### src/rtl/bus_arbiter_if.sv
// Shared-bus arbiter port bundle: fetch side, data side and SRAM-like bus.
// The arbiter takes the slave view; requesters and the bus model take master.
interface bus_arbiter_if;
    logic        if_req_i;
    logic [31:0] if_addr_i;
    logic [31:0] if_data_o;
    logic        if_ack_o;

    logic        mem_req_i;
    logic        mem_we_i;
    logic [31:0] mem_addr_i;
    logic [31:0] mem_wdata_i;
    logic [3:0]  mem_sel_i;
    logic [31:0] mem_rdata_o;
    logic        mem_ack_o;

    logic        bus_ce_o;
    logic        bus_we_o;
    logic [31:0] bus_addr_o;
    logic [31:0] bus_wdata_o;
    logic [3:0]  bus_sel_o;
    logic [31:0] bus_rdata_i;

    logic        stallreq_o;

    modport slave (
        input  if_req_i, if_addr_i,
        output if_data_o, if_ack_o,
        input  mem_req_i, mem_we_i, mem_addr_i,
        input  mem_wdata_i, mem_sel_i,
        output mem_rdata_o, mem_ack_o,
        output bus_ce_o, bus_we_o, bus_addr_o,
        output bus_wdata_o, bus_sel_o,
        input  bus_rdata_i,
        output stallreq_o
    );

    modport master (
        output if_req_i, if_addr_i,
        input  if_data_o, if_ack_o,
        output mem_req_i, mem_we_i, mem_addr_i,
        output mem_wdata_i, mem_sel_i,
        input  mem_rdata_o, mem_ack_o,
        input  bus_ce_o, bus_we_o, bus_addr_o,
        input  bus_wdata_o, bus_sel_o,
        output bus_rdata_i,
        input  stallreq_o
    );
endinterface

### src/rtl/bus_arbiter.sv
// Single-port memory arbiter between instruction fetch and data access.
// Data has fixed priority; each access holds the bus for WAIT_CYCLES cycles.
module bus_arbiter #(
    parameter int unsigned WAIT_CYCLES = 2
) (
    input  logic clk,
    input  logic rst,
    bus_arbiter_if.slave arb
);

    typedef enum logic [1:0] {
        IDLE  = 2'd0,
        I_ACC = 2'd1,
        D_ACC = 2'd2
    } state_t;

    localparam logic [3:0] LOAD = 4'(WAIT_CYCLES - 1);

    state_t      state;
    logic [3:0]  cnt;
    logic        ce_q;
    logic        we_q;
    logic [31:0] addr_q;
    logic [31:0] wdata_q;
    logic [3:0]  sel_q;
    logic [31:0] if_data_q;
    logic [31:0] mem_rdata_q;
    logic        if_ack_q;
    logic        mem_ack_q;
    logic        if_pend;
    logic        mem_pend;

    // Requests acked this cycle are masked so they are not re-granted.
    assign if_pend  = arb.if_req_i & ~if_ack_q;
    assign mem_pend = arb.mem_req_i & ~mem_ack_q;

    // Stall the pipeline whenever any requester is still waiting.
    assign arb.stallreq_o = if_pend | mem_pend;

    assign arb.bus_ce_o    = ce_q;
    assign arb.bus_we_o    = we_q;
    assign arb.bus_addr_o  = addr_q;
    assign arb.bus_wdata_o = wdata_q;
    assign arb.bus_sel_o   = sel_q;
    assign arb.if_data_o   = if_data_q;
    assign arb.if_ack_o    = if_ack_q;
    assign arb.mem_rdata_o = mem_rdata_q;
    assign arb.mem_ack_o   = mem_ack_q;

    // Arbitration and access sequencing; all outputs registered.
    always_ff @(posedge clk) begin
        if (rst) begin
            state       <= IDLE;
            cnt         <= 4'd0;
            ce_q        <= 1'b0;
            we_q        <= 1'b0;
            addr_q      <= 32'd0;
            wdata_q     <= 32'd0;
            sel_q       <= 4'd0;
            if_data_q   <= 32'd0;
            mem_rdata_q <= 32'd0;
            if_ack_q    <= 1'b0;
            mem_ack_q   <= 1'b0;
        end else begin
            if_ack_q  <= 1'b0;
            mem_ack_q <= 1'b0;
            unique case (state)
                IDLE: begin
                    if (mem_pend) begin
                        state   <= D_ACC;
                        ce_q    <= 1'b1;
                        we_q    <= arb.mem_we_i;
                        addr_q  <= arb.mem_addr_i;
                        wdata_q <= arb.mem_wdata_i;
                        sel_q   <= arb.mem_sel_i;
                        cnt     <= LOAD;
                    end else if (if_pend) begin
                        state   <= I_ACC;
                        ce_q    <= 1'b1;
                        we_q    <= 1'b0;
                        addr_q  <= arb.if_addr_i;
                        wdata_q <= 32'd0;
                        sel_q   <= 4'hF;
                        cnt     <= LOAD;
                    end
                end
                I_ACC, D_ACC: begin
                    if (cnt != 4'd0) begin
                        cnt <= cnt - 4'd1;
                    end else begin
                        if (state == I_ACC) begin
                            if_data_q <= arb.bus_rdata_i;
                            if_ack_q  <= 1'b1;
                        end else begin
                            if (!we_q) begin
                                mem_rdata_q <= arb.bus_rdata_i;
                            end
                            mem_ack_q <= 1'b1;
                        end
                        ce_q  <= 1'b0;
                        we_q  <= 1'b0;
                        sel_q <= 4'd0;
                        state <= IDLE;
                    end
                end
                default: state <= IDLE;
            endcase
        end
    end

endmodule

### src/flat_wrapper.sv
// flat-port wrapper written by rule: the top's interface ports become plain ports
module bus_arbiter_flat 
#(
    parameter int unsigned WAIT_CYCLES = 2
)
  (clk, rst, arb_if_req_i, arb_if_addr_i, arb_if_data_o, arb_if_ack_o, arb_mem_req_i, arb_mem_we_i, arb_mem_addr_i, arb_mem_wdata_i, arb_mem_sel_i, arb_mem_rdata_o, arb_mem_ack_o, arb_bus_ce_o, arb_bus_we_o, arb_bus_addr_o, arb_bus_wdata_o, arb_bus_sel_o, arb_bus_rdata_i, arb_stallreq_o);
  bus_arbiter_if arb_i ();
  input  logic clk;
  input  logic rst;
  input wire logic [$bits(arb_i.if_req_i)-1:0] arb_if_req_i;
  input wire logic [$bits(arb_i.if_addr_i)-1:0] arb_if_addr_i;
  output wire logic [$bits(arb_i.if_data_o)-1:0] arb_if_data_o;
  output wire logic [$bits(arb_i.if_ack_o)-1:0] arb_if_ack_o;
  input wire logic [$bits(arb_i.mem_req_i)-1:0] arb_mem_req_i;
  input wire logic [$bits(arb_i.mem_we_i)-1:0] arb_mem_we_i;
  input wire logic [$bits(arb_i.mem_addr_i)-1:0] arb_mem_addr_i;
  input wire logic [$bits(arb_i.mem_wdata_i)-1:0] arb_mem_wdata_i;
  input wire logic [$bits(arb_i.mem_sel_i)-1:0] arb_mem_sel_i;
  output wire logic [$bits(arb_i.mem_rdata_o)-1:0] arb_mem_rdata_o;
  output wire logic [$bits(arb_i.mem_ack_o)-1:0] arb_mem_ack_o;
  output wire logic [$bits(arb_i.bus_ce_o)-1:0] arb_bus_ce_o;
  output wire logic [$bits(arb_i.bus_we_o)-1:0] arb_bus_we_o;
  output wire logic [$bits(arb_i.bus_addr_o)-1:0] arb_bus_addr_o;
  output wire logic [$bits(arb_i.bus_wdata_o)-1:0] arb_bus_wdata_o;
  output wire logic [$bits(arb_i.bus_sel_o)-1:0] arb_bus_sel_o;
  input wire logic [$bits(arb_i.bus_rdata_i)-1:0] arb_bus_rdata_i;
  output wire logic [$bits(arb_i.stallreq_o)-1:0] arb_stallreq_o;
  assign arb_i.if_req_i = arb_if_req_i;
  assign arb_i.if_addr_i = arb_if_addr_i;
  assign arb_if_data_o = arb_i.if_data_o;
  assign arb_if_ack_o = arb_i.if_ack_o;
  assign arb_i.mem_req_i = arb_mem_req_i;
  assign arb_i.mem_we_i = arb_mem_we_i;
  assign arb_i.mem_addr_i = arb_mem_addr_i;
  assign arb_i.mem_wdata_i = arb_mem_wdata_i;
  assign arb_i.mem_sel_i = arb_mem_sel_i;
  assign arb_mem_rdata_o = arb_i.mem_rdata_o;
  assign arb_mem_ack_o = arb_i.mem_ack_o;
  assign arb_bus_ce_o = arb_i.bus_ce_o;
  assign arb_bus_we_o = arb_i.bus_we_o;
  assign arb_bus_addr_o = arb_i.bus_addr_o;
  assign arb_bus_wdata_o = arb_i.bus_wdata_o;
  assign arb_bus_sel_o = arb_i.bus_sel_o;
  assign arb_i.bus_rdata_i = arb_bus_rdata_i;
  assign arb_stallreq_o = arb_i.stallreq_o;
  bus_arbiter #(.WAIT_CYCLES(WAIT_CYCLES)) u_core (.clk(clk), .rst(rst), .arb(arb_i));
endmodule
### config.mk
export PLATFORM = sky130hd
export DESIGN_NAME = bus_arbiter_flat
export DESIGN_NICKNAME = d
export VERILOG_FILES = /design/src/rtl/bus_arbiter_if.sv /design/src/rtl/bus_arbiter.sv /design/src/flat_wrapper.sv
export SDC_FILE = /design/constraint.sdc
export NUM_CORES = 1
export LEC_CHECK = 0
export ABC_AREA = 1
export CAP_MARGIN = 10
export CORE_UTILIZATION = 35
export CTS_CLUSTER_SIZE = 12
export DETAILED_ROUTE_END_ITERATION = 8
export PLACE_DENSITY = 0.76
export SLEW_MARGIN = 20
export SYNTH_ARGS = -nofsm -noshare
export SYNTH_HDL_FRONTEND = slang
export SYNTH_SLANG_ARGS = --single-unit
### constraint.sdc
create_clock -name clk -period 2.88 [get_ports clk]
set_clock_uncertainty 0.1 [all_clocks]
set_input_delay 0.72 -clock clk [delete_from_list [all_inputs] [get_ports clk]]
set_output_delay 0.72 -clock clk [all_outputs]
set_load 0.01 [all_outputs]
After elaboration in Yosys (flattened, before gate mapping)
Index checks and enable logic that the tools add are counted.

Bits of input ports: 137. Bits in registers: 142. Logic and storage cells: 63. Output and inout bits: 137.

Bitwise operators: 9. Muxes and demuxes: 25. Equal/unequal tests: 5. $add $sub $neg: 1. Reductions and logical operators: 12.

Operators with widths (number): 2-to-1 mux 32 bit (4); 2-to-1 mux 4 bit (6); one-hot mux 4 bit (2 select lines) (2); AND reduction 3 bit (3); 2-to-1 mux 1 bit (7); 2-to-1 mux 2 bit (3); inverter 1 bit (6); one-hot mux 1 bit (2 select lines) (2); one-hot mux 2 bit (2 select lines) (1); AND reduction 2 bit (2); AND reduction 4 bit (1); nonzero test 2 bit (2); nonzero test 4 bit (1); subtractor 4 x 1 -> 4 bit, second input constant (1); != test 3 x 1 -> 1 bit, second input constant (1); OR reduction 3 bit (1); AND 1 bit (2); equality test 2 x 1 -> 1 bit, second input constant (1); equality test 2 bit, second input constant (1); logical NOT 2 bit (1); != test 2 x 1 -> 1 bit, second input constant (1); != test 2 bit, second input constant (1); OR reduction 2 bit (1); bitwise OR 1 bit (1).

Logic depth before layout (Yosys ltp)
Word-level depth: 5. Mapped depth: 9. Mapped depth without buffers: 8.

Worst setup path after synthesis
OpenSTA, ideal clock, no wires.

Kind: input port to output port. Start: input port arb_mem_req_i. End: output port arb_stallreq_o. Data required time: 2060 ps. Arrival: 899 ps. Slack: 1161 ps. Path buffers: 0. Cell stages on the path: 2. Path through: nand2_1 nand2_1.

Longest elaborated chain between the ends: 2.

RTL lines: from (decl) (line flat_wrapper.sv:14) `input wire logic [$bits(arb_i.mem_req_i)-1:0] arb_mem_req_i;`; AND 1 bit (line bus_arbiter.sv:35) `assign mem_pend = arb.mem_req_i & ~mem_ack_q;`; bitwise OR 1 bit (line bus_arbiter.sv:38) `assign arb.stallreq_o = if_pend | mem_pend;`; to (decl) (line flat_wrapper.sv:27) `output wire logic [$bits(arb_i.stallreq_o)-1:0] arb_stallreq_o;`.

No other way between the ends.

Worst setup path in the final report
Same ends and word-level chain as after synthesis.

==> out/metrics.cfg <==
[logic_synthesis]
syn_area_per_cell_sq_um=7.49
synthDistinctLibCells=27
ys.warnings.count=0
synth-compound-area-share_pct=12.0
seq_area_frac_synth_pct=49.2
synthArstFlopShare_pct=0
ys.flop_type=dfxtp_1
syn_area_sq_um=5770
ys_ff_latch=142
syn_inst=771
synth_fp_nets=913
synthMuxAreaShare_pct=0
synthAdderAreaFrac_pct=1.08
synth_edf_count=0
synth-xor-area-share_pct=0
synth_top_family_by_area=simple AND/OR/NAND/NOR gates
synthSimpleGateAreaFrac_pct=29.6

[grt]
grt_max_degree=77
grt_pass1_vias=5378
antenna_found_initial=0
grt.total_usage_pct=20.1
grt_pass1_wl_mm=26.4
grt_overflow=0

[sta]
finalCriticalPeriod_ns=2.79
rsz0062_at_grt=false
finalSetupTns_ns=0
finalSetupViolations=0
max_slew.worst_pin.slew_ns=0.845
fmax_mhz=358
worst_slack_ns=0.0850
layout_worst_path_cycle_share_pct=97.0
slew_viol_final=0
slew_headroom_pct=43.7
hold_viol=0

[layout]
n_fill_cell=1486
fin_util_pct=57.1
layout_common_cells=272 x clkdlybuf4s50_1, 254 x nand2_1, 142 x dfxtp_1
area_growth_pct=58.2
fin_cells=1252
layout.area.seq_sq_um=2840
multiInputGateArea_sq_um=2470
drive_gt1_share_pct=7.63
final_common_cell=clkdlybuf4s50_1
diodes=0
num-nets-final=1166

[floorplan]
start_util_pct=36.1
dieHeight_um=130
placementRows=46
io_pins=274
die_area_sq_um=17000
core_sq_um=16000
die_w_um=130

[setup_path]
critical_path_class=input pin to output pin
critPathMaxFanout=2
startpoint_type=input pin
endpoint_kind=output pin
cp-startpoint=arb_mem_req_i
arrival_ns=1.97
crit_family=buffers and inverters
cp_cell_sequence=clkdlybuf4s50_1 > nand2_1 > nand2_1 > clkdlybuf4s50_1
cp_num_buf_inv=2
r2r_start=u_core.state[0]$_SDFFE_PP0P_
crit_slowest_cell=clkdlybuf4s50_1
slowest_delay_ns=0.54
required_ns=2.06

[clock_network]
postCtsSetupRepairBufs=0
path_clk_slew_ns=0.06
clock_sinks=142
ctsHoldBuffers=0
root_buffer=clkbuf_16
tritoncts=built
htree_levels=4
clk_latency_ns=0.42
cts-resized-gates=0
numCtsBuffers=17
clockBufferDepth=2

[min_path]
hold_start=u_core.arb.bus_wdata_o[23]$_SDFFE_PP0P_
hp-class=flop to flop

[power]
p_leak_nw=3.70
power.density_nw_per_um2=830
peakVddDrop_mv=0.466
totalPowerFinal_w=0.00759

[routing]
ant_nets=0
drt_iter0_drc=191
wl_per_cell_um=14.0
drt_pre_antenna_iters=4
drc=0
post_drt_via_cell_ratio=4.61
drt_wl_total_mm=17.5
vias=5773

[placement]
numPlacedInstances=1221
place_ws_ns=0.0443
port-buffer-count=273
place_congestion=0.731
hpwlAfterDp_mm=12.2

[flow_run]
maxCapViolCount=0

[run_status]
status=finished, final reports clean

==> worst reg2reg max path, delay by kind of cell, from the launching register on <==
kind / cells / cell delay, ns
flip-flops: 1 / 0.39
AO/OA/AOI/OAI: 1 / 0.15
buffers and inverters: 2 / 0.42
AND/OR/NAND/NOR: 3 / 0.39
adder cells (fa/ha/maj): 1 / 0.40
==> path summary, 6_finish.rpt <==
kind                                        endpoint  slack (ns)  cells after the start
max                                   arb_stallreq_o        0.09                      4
min          u_core.arb.bus_wdata_o[23]$_SDFFE_PP0P_        0.36                      2
max reg2reg    u_core.arb.if_data_o[24]$_SDFFE_PP0P_        0.98                      7
min reg2reg  u_core.arb.bus_wdata_o[23]$_SDFFE_PP0P_        0.36                      2
==> stage by stage <==
stage / cell area [sq um] / hold slack [ns]
3_3_place_gp: 8520 / 0.348
2_1_floorplan: 5770 / 0.341
5_1_grt: 9140 / 0.380
3_5_place_dp: 8520 / 0.351
4_1_cts: 9140 / 0.360
6_report: 9140 / 0.358
==> layout make-up <==
| class | instances | share of cell area, % |
|---|---|---|
| Sequential cell | 142 | 31.1 |
| Timing Repair Buffer | 283 | 31.1 |
| Multi-Input combinational cell | 557 | 27.0 |
| Clock buffer | 20 | 5.00 |
| Tap cell | 216 | 2.96 |
| Clock inverter | 11 | 1.81 |
| Inverter | 23 | 1.05 |
==> power breakdown <==
group	switching [W]	internal [W]	leakage, nW
clock	0.000833	0.00149	0.306
combinational	0.00143	0.00126	2.24
sequential	0.000210	0.00237	1.16
total	0.00247	0.00512	3.70
==> cells by family after synthesis <==
kind of cell	count (synthesis)
AND/OR/NAND/NOR	414
adder cells (fa/ha/maj)	5
buffers and inverters	72
AO/OA/AOI/OAI	138
flip-flops	142
==> state kept, by name (all words and copies together), names as in the netlist <==
signal                  flops
u_core.arb.if_data_o       32
u_core.arb.mem_ack_o        1
u_core.arb.bus_ce_o         1
u_core.arb.bus_we_o         1
u_core.arb.bus_addr_o      32
u_core.arb.mem_rdata_o     32
u_core.cnt                  4
u_core.arb.bus_sel_o        4
u_core.state                2
u_core.arb.if_ack_o         1
u_core.arb.bus_wdata_o     32
==> synthesized netlist by cell type, types with 2 or more instances <==
master,number,area [sq um]
buf_6,21,236
inv_4,2,12.5
nand3_1,4,20.0
dfxtp_1,142,2840
buf_1,2,7.51
nor2_2,23,144
nand4_1,7,43.8
nand2_1,255,957
o21ai_1,30,150
a21oi_1,74,370
inv_1,17,63.8
buf_4,4,30.0
inv_2,2,7.51
nor2_4,3,33.8
buf_2,12,60.1
clkbuf_1,10,37.5
ha_1,5,62.6
nand3_2,2,20.0
o21ai_0,34,170
nor2_1,115,432
==> routing by layer <==
layer | GRT usage (%) | part of all wire, % | up-vias | wire [um]
li1 | - | - | 2930 | -
met2 | 35.5 | 48 | 232 | 8480
met3 | 9.16 | 11 | 14 | 2000
met4 | 6.49 | 1.2 | 0 | 215
met5 | 0 | 0 | - | 0
met1 | 21.4 | 39 | 2597 | 6850
Note: power is estimated with default switching activity, not from simulation.
